### src/rtl/sar_pkg.sv
`default_nettype none
// ----------------------------------------------------------------------------
// sar_pkg : shared types and constants for the SAR ADC controller
// Rev 1.0
// ----------------------------------------------------------------------------
package sar_pkg;

    typedef enum logic [1:0] {
        ST_IDLE   = 2'd0,
        ST_SETTLE = 2'd1,
        ST_DECIDE = 2'd2,
        ST_DONE   = 2'd3
    } sar_state_t;

    localparam int DEF_WIDTH         = 8;
    localparam int DEF_SETTLE_CYCLES = 2;

    localparam int AVG_COUNT = 4;
    localparam int AVG_SHIFT = 2;

endpackage : sar_pkg
`default_nettype wire

### src/rtl/sar_cmp_sync.sv
`default_nettype none
// ----------------------------------------------------------------------------
// sar_cmp_sync : two-flop synchronizer for the asynchronous comparator output
// Rev 1.0
// ----------------------------------------------------------------------------
module sar_cmp_sync (
    input  logic clk,
    input  logic rst_n,
    input  logic d,
    output logic q
);

    logic r_meta;
    logic r_sync;

    always_ff @(posedge clk or negedge rst_n) begin
        if (!rst_n) begin
            r_meta <= 1'b0;
            r_sync <= 1'b0;
        end else begin
            r_meta <= d;
            r_sync <= r_meta;
        end
    end

    assign q = r_sync;

endmodule : sar_cmp_sync
`default_nettype wire

### src/rtl/sar_adc_ctrl.sv
`default_nettype none
// ----------------------------------------------------------------------------
// sar_adc_ctrl : successive-approximation controller driving the reference DAC
// Optional 4x averaging when SAR_AVG_EN is defined.           Rev 1.0
// ----------------------------------------------------------------------------
module sar_adc_ctrl
    import sar_pkg::*;
#(
    parameter int WIDTH         = DEF_WIDTH,
    parameter int SETTLE_CYCLES = DEF_SETTLE_CYCLES
) (
    input  logic             clk,
    input  logic             rst_n,
    input  logic             start,
    input  logic             abort,
    input  logic             cmp_in,
    output logic [WIDTH-1:0] dac_code,
    output logic             busy,
    output logic             done,
    output logic [WIDTH-1:0] result,
    output logic             valid
);

    localparam int C_PTR_W = (WIDTH > 1) ? $clog2(WIDTH) : 1;
    localparam int C_CNT_W = $clog2(SETTLE_CYCLES + 1);
    localparam logic [WIDTH-1:0]   C_MSB     = {1'b1, {(WIDTH-1){1'b0}}};
    localparam logic [C_PTR_W-1:0] C_PTR_TOP = C_PTR_W'(WIDTH - 1);
    localparam logic [C_CNT_W-1:0] C_CNT_END = C_CNT_W'(SETTLE_CYCLES - 1);

    sar_state_t         r_state;
    sar_state_t         w_state_nxt;
    logic [C_PTR_W-1:0] r_ptr;
    logic [C_CNT_W-1:0] r_cnt;
    logic [WIDTH-1:0]   r_dac;
    logic [WIDTH-1:0]   r_result;
    logic               r_busy;
    logic               r_done;
    logic               r_valid;

    logic               w_cmp_s;
    logic               w_start;
    logic               w_abort;
    logic               w_settled;
    logic               w_last;
    logic               w_final;
    logic [WIDTH-1:0]   w_res;
    logic [WIDTH-1:0]   w_dac_dec;

    sar_cmp_sync u_cmp_sync (
        .clk   (clk),
        .rst_n (rst_n),
        .d     (cmp_in),
        .q     (w_cmp_s)
    );

    assign w_start   = start && !abort;
    assign w_abort   = abort && ((r_state == ST_SETTLE) || (r_state == ST_DECIDE));
    assign w_settled = (r_cnt == C_CNT_END);
    assign w_last    = (r_ptr == '0);

`ifdef SAR_AVG_EN
    localparam int C_CONV_W = $clog2(AVG_COUNT);

    logic [WIDTH+1:0]    r_acc;
    logic [C_CONV_W-1:0] r_conv;
    logic [WIDTH+1:0]    w_sum;

    assign w_sum   = r_acc + {2'b00, r_dac};
    assign w_final = (r_conv == C_CONV_W'(AVG_COUNT - 1));
    assign w_res   = WIDTH'(w_sum >> AVG_SHIFT);

    always_ff @(posedge clk or negedge rst_n) begin
        if (!rst_n) begin
            r_acc  <= '0;
            r_conv <= '0;
        end else if (w_abort || ((r_state == ST_DONE) && w_final)) begin
            r_acc  <= '0;
            r_conv <= '0;
        end else if (r_state == ST_DONE) begin
            r_acc  <= w_sum;
            r_conv <= r_conv + 1'b1;
        end
    end
`else
    assign w_final = 1'b1;
    assign w_res   = r_dac;
`endif

    // Resolve the current bit, then raise the next trial bit if one remains.
    always_comb begin
        w_dac_dec = r_dac;
        if (!w_cmp_s) w_dac_dec[r_ptr] = 1'b0;
        if (!w_last)  w_dac_dec[r_ptr - 1'b1] = 1'b1;
    end

    always_ff @(posedge clk or negedge rst_n) begin
        if (!rst_n) r_state <= ST_IDLE;
        else        r_state <= w_state_nxt;
    end

    always_comb begin
        w_state_nxt = r_state;
        case (r_state)
            ST_IDLE:   if (w_start) w_state_nxt = ST_SETTLE;
            ST_SETTLE: begin
                if (abort)          w_state_nxt = ST_IDLE;
                else if (w_settled) w_state_nxt = ST_DECIDE;
            end
            ST_DECIDE: begin
                if (abort)       w_state_nxt = ST_IDLE;
                else if (w_last) w_state_nxt = ST_DONE;
                else             w_state_nxt = ST_SETTLE;
            end
            ST_DONE:   w_state_nxt = w_final ? ST_IDLE : ST_SETTLE;
            default:   w_state_nxt = ST_IDLE;
        endcase
    end

    always_ff @(posedge clk or negedge rst_n) begin
        if (!rst_n) begin
            r_ptr    <= C_PTR_TOP;
            r_cnt    <= '0;
            r_dac    <= '0;
            r_result <= '0;
            r_busy   <= 1'b0;
            r_done   <= 1'b0;
            r_valid  <= 1'b0;
        end else begin
            r_done <= 1'b0;
            if (w_abort) begin
                r_dac  <= '0;
                r_cnt  <= '0;
                r_busy <= 1'b0;
            end else begin
                case (r_state)
                    ST_IDLE: begin
                        if (w_start) begin
                            r_dac  <= C_MSB;
                            r_ptr  <= C_PTR_TOP;
                            r_busy <= 1'b1;
                        end
                    end
                    ST_SETTLE: r_cnt <= w_settled ? '0 : r_cnt + 1'b1;
                    ST_DECIDE: begin
                        r_dac <= w_dac_dec;
                        if (!w_last) r_ptr <= r_ptr - 1'b1;
                    end
                    ST_DONE: begin
                        if (w_final) begin
                            r_result <= w_res;
                            r_done   <= 1'b1;
                            r_valid  <= 1'b1;
                            r_busy   <= 1'b0;
                            r_dac    <= '0;
                        end else begin
                            r_dac <= C_MSB;
                            r_ptr <= C_PTR_TOP;
                        end
                    end
                    default: ;
                endcase
            end
        end
    end

    assign dac_code = r_dac;
    assign busy     = r_busy;
    assign done     = r_done;
    assign result   = r_result;
    assign valid    = r_valid;

endmodule : sar_adc_ctrl
`default_nettype wire

### config.mk
export PLATFORM = sky130hd
export DESIGN_NAME = sar_adc_ctrl
export DESIGN_NICKNAME = d
export VERILOG_FILES = /design/src/rtl/sar_pkg.sv /design/src/rtl/sar_cmp_sync.sv /design/src/rtl/sar_adc_ctrl.sv
export SDC_FILE = /design/constraint.sdc
export NUM_CORES = 1
export LEC_CHECK = 0
export CAP_MARGIN = 10
export CORE_UTILIZATION = 50
export DETAILED_ROUTE_END_ITERATION = 7
export GPL_TIMING_DRIVEN = 0
export PLACE_DENSITY_LB_ADDON = 0.1
export SLEW_MARGIN = 20
export SYNTH_ARGS = -nofsm -noshare
export SYNTH_HDL_FRONTEND = slang
export SYNTH_SLANG_ARGS = --single-unit
### constraint.sdc
create_clock -name clk -period 2.01 [get_ports clk]
set_input_delay 0.402 -clock clk [delete_from_list [all_inputs] [get_ports clk]]
set_output_delay 0.402 -clock clk [all_outputs]
set_load 0.01 [all_outputs]
### After elaboration in Yosys (flattened, before gate mapping)

Cells that the tools add are included.

* output and inout bits: 19
* flip-flop bits (word level): 28
* bits of input ports: 5
* logic and storage cells: 71

* bitwise operators: 4
* reduce and logical (&&, ||, !) cells: 17
* $add $sub $neg: 2
* $lt $le $gt $ge: 4
* eq/ne operators: 8
* mux-type cells: 26

Operator list (count)
* two-way mux 8 bit: 4
* one-hot mux 8 bit (3 select lines): 1
* two-way mux 2 bit: 8
* bitwise AND 8 bit: 1
* less-than comparator 3 x 4 -> 1 bit, second input constant: 2
* inverter 8 bit: 1
* bitwise OR 8 bit: 1
* one-hot mux 2 bit (4 select lines): 1
* AND reduction 2 bit: 4
* demux 1 bit (select 3 bit): 2
* >= comparator 3 x 1 -> 1 bit, second input constant: 2
* two-way mux 1 bit: 6
* two-way mux 3 bit: 2
* inequality test 3 bit, second input constant: 2
* one-hot mux 3 bit (2 select lines): 1
* equality test 2 x 1 -> 1 bit, second input constant: 2
* equality test 2 bit, second input constant: 2
* logical AND 1 bit: 4
* inequality test 2 bit, second input constant: 2
* AND reduction 4 bit: 1
* nonzero test 2 bit: 2
* nonzero test 4 bit: 1
* zero test 3 bit: 1
* nonzero test 3 bit: 1
* other kinds (7): 7

### Logic depth before layout (Yosys ltp)

Gate-level depths: netlist of run 1.

* depth in word-level cells: 11
* depth in mapped cells: 7
* mapped depth without buffers: 6

### Modules after synthesis

A second synthesis of run 1 with hierarchy kept.

* cell total of the unflattened synthesis: 137
* area, all modules: 1461.4 um^2

Modules (own cells, without submodules)
* sar_adc_ctrl: seq. area each 654.4 um^2, cells an instance 135, area an instance 1411.4 um^2, times used 1
* sar_cmp_sync: seq. area each 50.0 um^2, cells an instance 2, area an instance 50.0 um^2, times used 1

### Least setup slack after synthesis of run 1

Ideal clock, no wire load.

* path type: register to register
* from: reg r_ptr[0]
* to: reg r_dac[4], in the netlist dac_code[4]
* buffers on the path: 1
* data arrival time: 1.685 ns
* stages on the path, launching flop included: 8
* library setup time: 0.126 ns
* clock period less this slack: 1.811 ns
* setup slack: 0.199 ns
* cell sequence: dfstp_2 buf_2 inv_1 ha_1 nor3b_1 a21oi_1 nor2_1 a221o_1

* word-level cells in the longest chain between the ends: 11
* elaborated cells between the ends (all ways): 19
* classes of those cells: add/sub (1); order compare (4); mux (8); bitwise (3); reduce/logical (3)

RTL lines
* from (decl): RTL line sar_adc_ctrl.sv:32 `logic [C_PTR_W-1:0] r_ptr;`
* from (signal assigned): RTL line sar_adc_ctrl.sv:146 `if (!w_last) r_ptr <= r_ptr - 1'b1;`
* branches (longest 8 deep; another with less-than comparator 3 x 4 -> 1 bit)
* two-way mux 8 bit *: RTL line sar_adc_ctrl.sv:93 `if (!w_last) w_dac_dec[r_ptr - 1'b1] = 1'b1;`
* one-hot mux 8 bit (3 select lines) *: RTL line sar_adc_ctrl.sv:135 `case (r_state)`
* two-way mux 8 bit *: RTL line sar_adc_ctrl.sv:130 `if (w_abort) begin`
* to (signal assigned): RTL line sar_adc_ctrl.sv:145 `r_dac <= w_dac_dec;`
* to (decl): RTL line sar_adc_ctrl.sv:34 `logic [WIDTH-1:0] r_dac;`

Every way passes the cells marked *.
A chain may end at the register's enable or synchronous reset.

### Worst setup path in the final report of run 1

* from: reg r_ptr[0]
* to: reg r_dac[6], in the netlist dac_code[6]

The elaborated chain is that of the path after synthesis.

==> summary.md, run 1 <==
| Metric | Value |
|---|---|
| Rows | 19 |
| Final TNS setup | 0 ns |
| Max-slew violations | 0 |
| Power density cells | 1120 mW/mm² |
| Synth top area cells | dfrtp_1 43%, mux2_2 6.2%, dfstp_2 5.4%, ha_1 5.1%, a221o_1 4.8% |
| Layout cells sized above 1 | 0.209 |
| Die height | 56.1 µm |
| DP HPWL | 2070 µm |
| Hold WC Path Type | input port to async pin |
| Reg2Reg Depth | 6 |
| Clk_skew | 0.00673 ns |
| RSZ-0062 raised after global routing | no |
| Worst-path clk slew | 0.16 ns |
| Final period util | 0.933 |
| CTS root buffer | clkbuf_4 |
| Total Power | 2.00 mW |
| Number of max-cap violations | 0 |
| Grt ovf | 0 |
| Top Ports | 24 |
| H-tree depth | 1 |
| Initial Util | 0.530 |
| Die Wd | 56.1 µm |
| RePlAce Congestion | 0.853 |
| CTS tree | yes |
| Final hold violation count | 0 |
| Startpoint types | flop |
| Syn Std Cell Area | 0.00146 mm² |
| Register area share after synthesis | 0.482 |
| CTS Hold Buffers Added | 0 |
| Setup violators final | 0 |
| Ant. Diodes | 0 |
| R2R Path Start | r_ptr[0]$_DFFE_PN1P_ |
| Leak Pwr | 0.815 nW |
| Vias in the first global route | 1053 |
| Final nets | 175 |
| PortBufs | 22 |
| Slew @ Worst Pin | 0.599 ns |
| Seq cells post-synth | 28 |
| Initial antenna violation count | 0 |
| Setup CP Type | flop to flop |
| Worst-Skew Late Latency | 0.32 ns |
| Fillcell total | 235 |
| Global-route wire length before repair | 4910 µm |
| Drt initial violations | 38 |
| Area Overhead vs Synth | 22.1% |
| DR vias/cell | 5.72 |
| CTS buffer count | 3 |
| Crit path required time | 2.24 ns |
| Placeable Area | 0.00276 mm² |
| Final Core Density | 0.647 |
| Yosys top cell by area | dfrtp_1 |
| Drc violations | 0 |
| VDD IR max | 0.728 mV |
| Relative slew slack | 0.600 |
| Critical path endpoint category | flop |
| Largest net degree at the start of global routing | 29 |
| Fmax | 0.533 GHz |
| Commonest non-fill, non-tap cell in the layout | dfrtp_1 |
| Commonest cells after routing, fill and taps aside | 25 x dfrtp_1, 21 x clkdlybuf4s50_1, 12 x nand2_1 |
| DIE AREA | 0.00314 mm² |
| Mapped Cells | 137 |
| GRT Util Overall | 0.197 |
| Yosys top cell area share | 0.428 |
| Syn Area/Cell | 10.7 µm² |
| Sink Count | 28 |
| Synth warn | 0 |
| Critical Path Fanout Max | 10 |
| Worst Setup SP | r_ptr[0]$_DFFE_PN1P_ |
| Drt pass-1 iters | 4 |
| Vias after detailed routing | 1110 |
| Post-synth cell types | 39 |
| Result of the run | completed |
| Min Hold Slack | 0.0540 ns |
| Average wire per standard cell | 14.6 µm |
| Maximum clock path buffer count | 2 |
| Syn Nets | 148 |
| CP arrival | 2.10 ns |
| Min Tclk post-route | 1.87 ns |
| Antenna viol nets, final | 0 |
| Total length of routed wires | 2840 µm |
[layout make-up]
cell class | count | area (µm²) | share of cell area
clock buffers | 3 | 22.5 | 0.0126
clock inverters | 1 | 30.0 | 0.0168
plain buffers | 4 | 26.3 | 0.0147
repair buffers | 23 | 223 | 0.125
multi-input cells | 98 | 717 | 0.402
well taps | 31 | 38.8 | 0.0217
flip-flops and latches | 28 | 704 | 0.395
inverters | 6 | 22.5 | 0.0126
[metal layers]
metal	global-route usage	vias to the layer above	routed length (µm)
met5	0	-	0
met1	0.250	551	1270
li1	-	544	-
met4	0.0523	0	16
met2	0.352	13	1500
met3	0.0256	2	57
[cells in the mapped netlist, drive strengths merged]
cell type	instances
a221o	7
nand4	1
nor3b	1
xnor2	1
and2	2
a32o	1
ha	6
nor2b	4
nand4b	1
and3	8
o21bai	1
or2	1
o31ai	1
o32a	1
a2bb2oi	2
dfstp	3
o22a	1
nand2	12
a31oi	2
nand2b	5
nor2	9
o211a	1
o22ai	1
a21boi	3
nor3	2
nand3	2
o21ai	6
inv	6
a21oi	8
buf	5
dfrtp	25
mux2	8
[registers in the layout, summed over array words and instances (netlist names)]
| name | cells |
|---|---|
| busy | 1 |
| dac_code | 8 |
| done | 1 |
| r_cnt | 2 |
| r_ptr | 3 |
| r_state | 2 |
| result | 8 |
| u_cmp_sync.q | 1 |
| u_cmp_sync.r_meta | 1 |
| valid | 1 |
[what timing repair did]
item,4_1_cts,5_1_grt
setup endpoints to repair,0,6
gates resized for setup,0,3
setup buffers,0,1
[power breakdown]
| group | total, mW | internal, mW | leakage (nW) | switching [mW] |
|---|---|---|---|---|
| Combinational | 0.866 | 0.405 | 0.424 | 0.461 |
| Sequential | 0.760 | 0.671 | 0.364 | 0.0889 |
| Clock | 0.369 | 0.201 | 0.0279 | 0.168 |
| Total | 2.00 | 1.28 | 0.815 | 0.718 |
[through the flow]
step / setup WS (ns) / cell area [µm²] / instances
2_1_floorplan: 0.199 / 1460 / 137
3_3_place_gp: 0.0300 / 1720 / 190
6_report: 0.135 / 1780 / 194
3_5_place_dp: 0.0339 / 1720 / 190
4_1_cts: 0.00400 / 1770 / 194
5_1_grt: 0.0301 / 1780 / 194
[path summary, 6_finish.rpt]
kind,slack [ns],end
worst max-delay path,0.14,dac_code[6]$_DFFE_PN0P_
worst min-delay path,0.05,dac_code[5]$_DFFE_PN0P_
worst max register to register,0.14,dac_code[6]$_DFFE_PN0P_
worst min register to register,0.36,u_cmp_sync.q$_DFF_PN0_
max in group asynchronous,1.56,done$_DFF_PN0_
min in group clk,0.36,u_cmp_sync.q$_DFF_PN0_
[kinds of logic (layout without fill, tap and decap cells)]
logic type,count (synthesis),after routing,synth area share
simple gates,48,48,0.182
compound gates,35,35,0.180
flops,28,28,0.482
buf+inv,11,37,0.0368
mux,8,8,0.0616
fa+ha+maj,6,6,0.0514
xor+xnor,1,1,0.00599
[worst max-delay path: stages, from the launching register on]
cell     delay, ns
dfstp_2       0.65
inv_1         0.11
ha_1          0.26
nor3b_2       0.18
a21oi_2       0.16
nor2_1        0.09
a221o_1       0.33
No activity file was read; power rests on OpenSTA's default activity.
==> run 2, diff against run 1 <==
--- a/config.mk
+++ b/config.mk
@@ -5,7 +5,7 @@
 export SDC_FILE = /design/constraint.sdc
 export NUM_CORES = 1
 export LEC_CHECK = 0
-export CAP_MARGIN = 10
+export ABC_AREA = 1
 export CORE_UTILIZATION = 50
 export DETAILED_ROUTE_END_ITERATION = 7
 export GPL_TIMING_DRIVEN = 0
==> run 2 against run 1 <==
Effect of this change: highest routed layer unchanged; hold slack lost 0.0070 ns; combinational power up 39%; power is 20% higher; largest power group unchanged; die area rose by 1.1%; fmax rose by 6.7%.
==> summary.md, run 2 <==
| Metric | Value |
|---|---|
| Result of the run | completed (unchanged) |
| Yosys top cell by area | dfrtp_1 (unchanged) |
| Final Core Density | 0.645 (was 0.647) |
| Drt pass-1 iters | 4 (unchanged) |
| Critical path buffer and inverter count | 1 (unchanged) |
| CP arrival | 1.36 ns (was 2.10 ns) |
| Clk_skew | 0.00281 ns (was 0.00673 ns) |
| Sink Count | 28 (unchanged) |
| Max-slew violations | 0 (unchanged) |
| Global-route wire length before repair | 5000 µm (was 4910 µm) |
| Leak Pwr | 0.944 nW (was 0.815 nW) |
| Post-place instance area | 0.00174 mm² (was 0.00172 mm²) |
| Post-route cell area | 0.00179 mm² (was 0.00178 mm²) |
| Setup WS pre-CTS | 0.343 ns (was 0.0339 ns) |
| Commonest non-fill, non-tap cell in the layout | nand2_1 (was dfrtp_1) |
| Syn Std Cell Area | 0.00148 mm² (was 0.00146 mm²) |
| Startpoint types | flop (unchanged) |
| Power density cells | 1340 mW/mm² (was 1120 mW/mm²) |
| Synth top area cells | dfrtp_1 42%, nand2_1 21%, dfstp_2 5.3%, ha_1 5.1%, inv_1 3.6% (was dfrtp_1 43%, mux2_2 6.2%, dfstp_2 5.4%, ha_1 5.1%, a221o_1 4.8%) |
| Rows | 19 (unchanged) |
| Synth top cells by count | 83 x nand2_1, 25 x dfrtp_1, 14 x inv_1 (was 25 x dfrtp_1, 12 x nand2_1, 9 x nor2_1) |
| CTS buffer count | 3 (unchanged) |
| Total length of routed wires | 2700 µm (was 2840 µm) |
| Mapped Cells | 185 (was 137) |
| Min Tclk post-route | 1.76 ns (was 1.87 ns) |
| Grt ovf | 0 (unchanged) |
| Vias in the first global route | 1141 (was 1053) |
| Setup CP Type | flop to output pin (was flop to flop) |
| CP peak stage delay | 0.57 ns (was 0.65 ns) |
| Drc violations | 0 (unchanged) |
| Inst Count DP | 239 (was 190) |
| Min Hold Slack | 0.0471 ns (was 0.0540 ns) |
| Drt initial violations | 54 (was 38) |
| Ant. Diodes | 0 (unchanged) |
| Largest net degree at the start of global routing | 29 (unchanged) |
| Final TNS setup | 0 ns (unchanged) |
| Worst Slack Setup Final | 0.253 ns (was 0.135 ns) |
| DR vias/cell | 4.98 (was 5.72) |
| Critical Path Fanout Max | 4 (was 10) |
| PortBufs | 23 (was 22) |
| Area Overhead vs Synth | 21.4% (was 22.1%) |
| Non-Filler Instances | 243 (was 194) |
| CTS Hold Buffers Added | 0 (unchanged) |
| DP HPWL | 2110 µm (was 2070 µm) |
| Die Wd | 56.4 µm (was 56.1 µm) |
| Seq cells post-synth | 28 (unchanged) |
| Placeable Area | 0.00278 mm² (was 0.00276 mm²) |
| Relative slew slack | 0.607 (was 0.600) |
| Post-CTS setup buffer count | 0 (unchanged) |
| Fmax | 0.569 GHz (was 0.533 GHz) |
| Synth Flop Type | dfrtp_1 (unchanged) |
| CP max-delay cell | clkdlybuf4s50_1 (was dfstp_2) |
| Vias after detailed routing | 1210 (was 1110) |
| Average wire per standard cell | 11.1 µm (was 14.6 µm) |
| # resized after CTS | 0 (unchanged) |
| Initial Util | 0.531 (was 0.530) |
| Post-synth cell types | 22 (was 39) |
| Worst-Skew Late Latency | 0.33 ns (was 0.32 ns) |
| Worst-path clk slew | 0.15 ns (was 0.16 ns) |
| RSZ-0062 raised after global routing | no (unchanged) |
| Antenna viol nets, final | 0 (unchanged) |
| Syn Nets | 196 (was 148) |
| RePlAce Congestion | 0.908 (was 0.853) |
| Slew @ Worst Pin | 0.590 ns (was 0.599 ns) |
| Number of max-cap violations | 0 (unchanged) |
| CTS root buffer | clkbuf_4 (unchanged) |
| Fillcell total | 258 (was 235) |
| Layout cells sized above 1 | 0.146 (was 0.209) |
| CTS tree | yes (unchanged) |
| VDD IR max | 0.928 mV (was 0.728 mV) |
| Hold WC Path Type | input port to async pin (unchanged) |
| Critical path, cell by cell | clkdlybuf4s50_1 (was inv_1 -> ha_1 -> nor3b_2 -> a21oi_2 -> nor2_1 -> a221o_1) |
| Register area share after synthesis | 0.477 (was 0.482) |
| Async SR Flop Fraction | 1.00 (unchanged) |
| Most frequent cell after synthesis | nand2_1 (was dfrtp_1) |
| Commonest cells after routing, fill and taps aside | 83 x nand2_1, 25 x dfrtp_1, 22 x clkdlybuf4s50_1 (was 25 x dfrtp_1, 21 x clkdlybuf4s50_1, 12 x nand2_1) |
| H-tree depth | 1 (unchanged) |
| Crit path required time | 1.61 ns (was 2.24 ns) |
| Setup violators final | 0 (unchanged) |
| Final period util | 0.874 (was 0.933) |
| GRT Util Overall | 0.198 (was 0.197) |
| Critical path endpoint category | output pin (was flop) |
| DIE AREA | 0.00318 mm² (was 0.00314 mm²) |
| Syn Area/Cell | 7.99 µm² (was 10.7 µm²) |
| Top Ports | 24 (unchanged) |
| Final hold violation count | 0 (unchanged) |
| Final nets | 224 (was 175) |
| Number of synthesized flops with an enable pin | 0 (unchanged) |
| Die height | 56.4 µm (was 56.1 µm) |
| Maximum clock path buffer count | 2 (unchanged) |
| Top delay family on crit path | buffers and inverters (was flip-flops) |
| Synth warn | 0 (unchanged) |
| Total Power | 2.40 mW (was 2.00 mW) |
| Yosys top cell area share | 0.423 (was 0.428) |
| Initial antenna violation count | 0 (unchanged) |
-- run 2: report_power, final --
| group | internal [mW] | switching [mW] | leakage (nW) |
|---|---|---|---|
| registers | 0.712 | 0.114 | 0.362 |
| clock network | 0.202 | 0.166 | 0.0279 |
| logic | 0.459 | 0.742 | 0.554 |
-- run 2: layout make-up --
cell class	count	area (µm²)	area share
flip-flops and latches	28	704	0.393
multi-input cells	135	683	0.381
repair buffers	23	225	0.126
inverters	21	78.8	0.0439
well taps	31	38.8	0.0216
clock inverters	1	30.0	0.0167
clock buffers	3	22.5	0.0126
plain buffers	1	11.3	0.00628
-- run 2: kinds of logic after synthesis --
logic type / Yosys count / share of synthesized area
buffers and inverters: 22 / 0.0610
adders and majority gates: 6 / 0.0508
DFF: 28 / 0.477
and+or+nand+nor: 110 / 0.328
AOI/OAI and AO/OA: 19 / 0.0838
-- run 2: final timing paths --
kind	from	to	slack, ns	cells after the start
max in group asynchronous	rst_n	r_ptr[2]$_DFFE_PN1P_	1.57	1
worst min register to register	u_cmp_sync.r_meta$_DFF_PN0_	u_cmp_sync.q$_DFF_PN0_	0.37	0
worst max-delay path	dac_code[7]$_DFFE_PN0P_	dac_code[7]	0.25	1
worst min-delay path	rst_n	r_cnt[0]$_DFFE_PN0P_	0.05	1
min in group clk	u_cmp_sync.r_meta$_DFF_PN0_	u_cmp_sync.q$_DFF_PN0_	0.37	0
worst max register to register	r_ptr[0]$_DFFE_PN1P_	dac_code[0]$_DFFE_PN0P_	0.41	8
-- run 2: routing by layer --
metal	GRT usage	up-vias	part of all wire
li1	-	628	-
met1	0.269	555	0.48
met2	0.323	22	0.47
met3	0.0207	5	0.038
met4	0.0801	0	0.013
met5	0	-	0
==> run 3, diff against run 2 <==
--- a/config.mk
+++ b/config.mk
@@ -10,6 +10,7 @@
 export DETAILED_ROUTE_END_ITERATION = 7
 export GPL_TIMING_DRIVEN = 0
 export PLACE_DENSITY_LB_ADDON = 0.1
+export REMOVE_ABC_BUFFERS = 1
 export SLEW_MARGIN = 20
 export SYNTH_ARGS = -nofsm -noshare
 export SYNTH_HDL_FRONTEND = slang
==> run 3 against run 2 <==
Effect of this change: non-clock buffer count down 1; critical path type is now flop to flop; utilization down 1.3 points; clock power down 36%; largest power group unchanged; first-iteration DRC count down 35%; global-route usage down 1.7 points; fmax down 3.2%; combinational power about the same; power down 6.4%.
==> summary.md, run 3 (synthesis gave the netlist of run 2 again) <==
| Metric | Value |
|---|---|
| Result of the run | completed (unchanged) |
| Post-CTS setup buffer count | 0 (unchanged) |
| Drt pass-1 iters | 4 (unchanged) |
| Die Wd | 56.4 µm (unchanged) |
| Global-route wire length before repair | 4510 µm (was 5000 µm) |
| Average wire per standard cell | 10.6 µm (was 11.1 µm) |
| Slew @ Worst Pin | 0.586 ns (was 0.590 ns) |
| Ant. Diodes | 0 (unchanged) |
| Post-route cell area | 0.00176 mm² (was 0.00179 mm²) |
| Sink Count | 28 (unchanged) |
| Max-slew violations | 0 (unchanged) |
| Grt ovf | 0 (unchanged) |
| Clk_skew | 0.0111 ns (was 0.00281 ns) |
| DR vias/cell | 4.80 (was 4.98) |
| Final Core Density | 0.632 (was 0.645) |
| Maximum clock path buffer count | 2 (unchanged) |
| Leak Pwr | 0.925 nW (was 0.944 nW) |
| GRT Util Overall | 0.181 (was 0.198) |
| Rows | 19 (unchanged) |
| DIE AREA | 0.00318 mm² (unchanged) |
| Fmax | 0.551 GHz (was 0.569 GHz) |
| Area Overhead vs Synth | 19.1% (was 21.4%) |
| Largest net degree at the start of global routing | 29 (unchanged) |
| Inst Count DP | 238 (was 239) |
| Reg-to-reg critical path endpoint | result[3]$_DFFE_PN0P_ (was dac_code[0]$_DFFE_PN0P_) |
| CTS buffer count | 3 (unchanged) |
| Commonest cells after routing, fill and taps aside | 83 x nand2_1, 25 x dfrtp_1, 22 x clkdlybuf4s50_1 (unchanged) |
| Multi-input gate area | 686 µm² (was 683 µm²) |
| Crit path required time | 2.24 ns (was 1.61 ns) |
| Setup WS pre-CTS | -0.127 ns (was 0.343 ns) |
| Final hold violation count | 0 (unchanged) |
| Layout cells sized above 1 | 0.142 (was 0.146) |
| Setup CP Type | flop to flop (was flop to output pin) |
| H-tree depth | 1 (unchanged) |
| Startpoint types | flop (unchanged) |
| Worst-Skew Late Latency | 0.33 ns (about the same) |
| Number of max-cap violations | 0 (unchanged) |
| Initial antenna violation count | 0 (unchanged) |
| Min Tclk post-route | 1.81 ns (was 1.76 ns) |
| Placeable Area | 0.00278 mm² (unchanged) |
| Reg2Reg Depth | 8 (unchanged) |
| VDD IR max | 0.926 mV (was 0.928 mV) |
| Vias after detailed routing | 1161 (was 1210) |
| Drt initial violations | 35 (was 54) |
| Relative slew slack | 0.610 (was 0.607) |
| Min Hold Slack | 0.0435 ns (was 0.0471 ns) |
| Post-place instance area | 0.00173 mm² (was 0.00174 mm²) |
| PortBufs | 23 (unchanged) |
| Vias in the first global route | 1082 (was 1141) |
| Worst-path clk slew | 0.14 ns (was 0.15 ns) |
| DP HPWL | 2000 µm (was 2110 µm) |
| R2R Path Start | r_state[0]$_DFFE_PN0P_ (was r_ptr[0]$_DFFE_PN1P_) |
| Fillcell total | 250 (was 258) |
| CP arrival | 2.04 ns (was 1.36 ns) |
| Power density cells | 1270 mW/mm² (was 1340 mW/mm²) |
| Hold WC Path Type | input port to async pin (unchanged) |
| CTS root buffer | clkbuf_4 (unchanged) |
| Register area | 704 µm² (unchanged) |
| Critical Path Fanout Max | 11 (was 4) |
| Worst Slack Setup Final | 0.196 ns (was 0.253 ns) |
| Final TNS setup | 0 ns (unchanged) |
| Slack of the worst reg-to-reg path | 0.20 ns (was 0.41 ns) |
| CTS tree | yes (unchanged) |
| Total length of routed wires | 2570 µm (was 2700 µm) |
| Die height | 56.4 µm (unchanged) |
| Non-Filler Instances | 242 (was 243) |
| Initial Util | 0.531 (unchanged) |
| RePlAce Congestion | 0.827 (was 0.908) |
| Final nets | 223 (was 224) |
| Total Power | 2.24 mW (was 2.40 mW) |
| Drc violations | 0 (unchanged) |
| Commonest non-fill, non-tap cell in the layout | nand2_1 (unchanged) |
| Setup violators final | 0 (unchanged) |
| RSZ-0062 raised after global routing | no (unchanged) |
| Final period util | 0.903 (was 0.874) |
| Top Ports | 24 (unchanged) |
| Antenna viol nets, final | 0 (unchanged) |
| Critical path endpoint category | flop (was output pin) |
## run 3: cell types whose count changed in the layout (fill, tap and decap cells not counted), sizes merged
cell / before / now
buf: 2 / 1
bufinv: 1 / 0
clkbuf: 3 / 4
## run 3: what timing repair did
| action | in CTS | in global routing |
|---|---|---|
| resized for setup | 1 | 0 |
| hold buffers | 0 | 0 |
| setup endpoints to repair | 8 | 0 |
## run 3: worst max path at each step
stage | from | cells after the start | slack, ns | to
floorplan | r_state[0]$_DFFE_PN0P_ | 8 | 0.33 | result[0]$_DFFE_PN0P_
global placement | abort | 7 | -0.09 | result[2]$_DFFE_PN0P_
detailed placement | abort | 7 | -0.13 | result[1]$_DFFE_PN0P_
CTS | r_state[0]$_DFFE_PN0P_ | 8 | 0.17 | result[1]$_DFFE_PN0P_
global route | r_state[0]$_DFFE_PN0P_ | 8 | 0.02 | result[3]$_DFFE_PN0P_
finish | r_state[0]$_DFFE_PN0P_ | 8 | 0.20 | result[3]$_DFFE_PN0P_
## run 3: layout make-up
class	count	area share
clock buffers	4	0.0149
flip-flops and latches	28	0.400
repair buffers	23	0.128
well taps	31	0.0220
multi-input cells	135	0.390
inverters	21	0.0448
## run 3: per-layer routing
| metal | track usage | share of wire | wire, µm | vias to the layer above |
|---|---|---|---|---|
| met2 | 0.304 | 0.47 | 1200 | 19 |
| met4 | 0.0732 | 0.021 | 54 | 0 |
| met3 | 0.0207 | 0.028 | 72 | 5 |
| met5 | 0 | 0 | 0 | - |
| li1 | - | - | - | 622 |
| met1 | 0.237 | 0.48 | 1240 | 515 |
## run 3: power by group
group	switching [mW]	total, mW	internal, mW
Sequential	0.109	0.821	0.712
Clock	0.157	0.235	0.0779
Combinational	0.733	1.19	0.453
## run 3: worst max-delay path, stage by stage, from the launching register on
cell	delay, ns
dfrtp_1	0.41
inv_1	0.09
ha_1	0.34
nand2_2	0.11
inv_2	0.07
nor2_2	0.32
inv_1	0.22
nand2_1	0.11
nand2_1	0.05
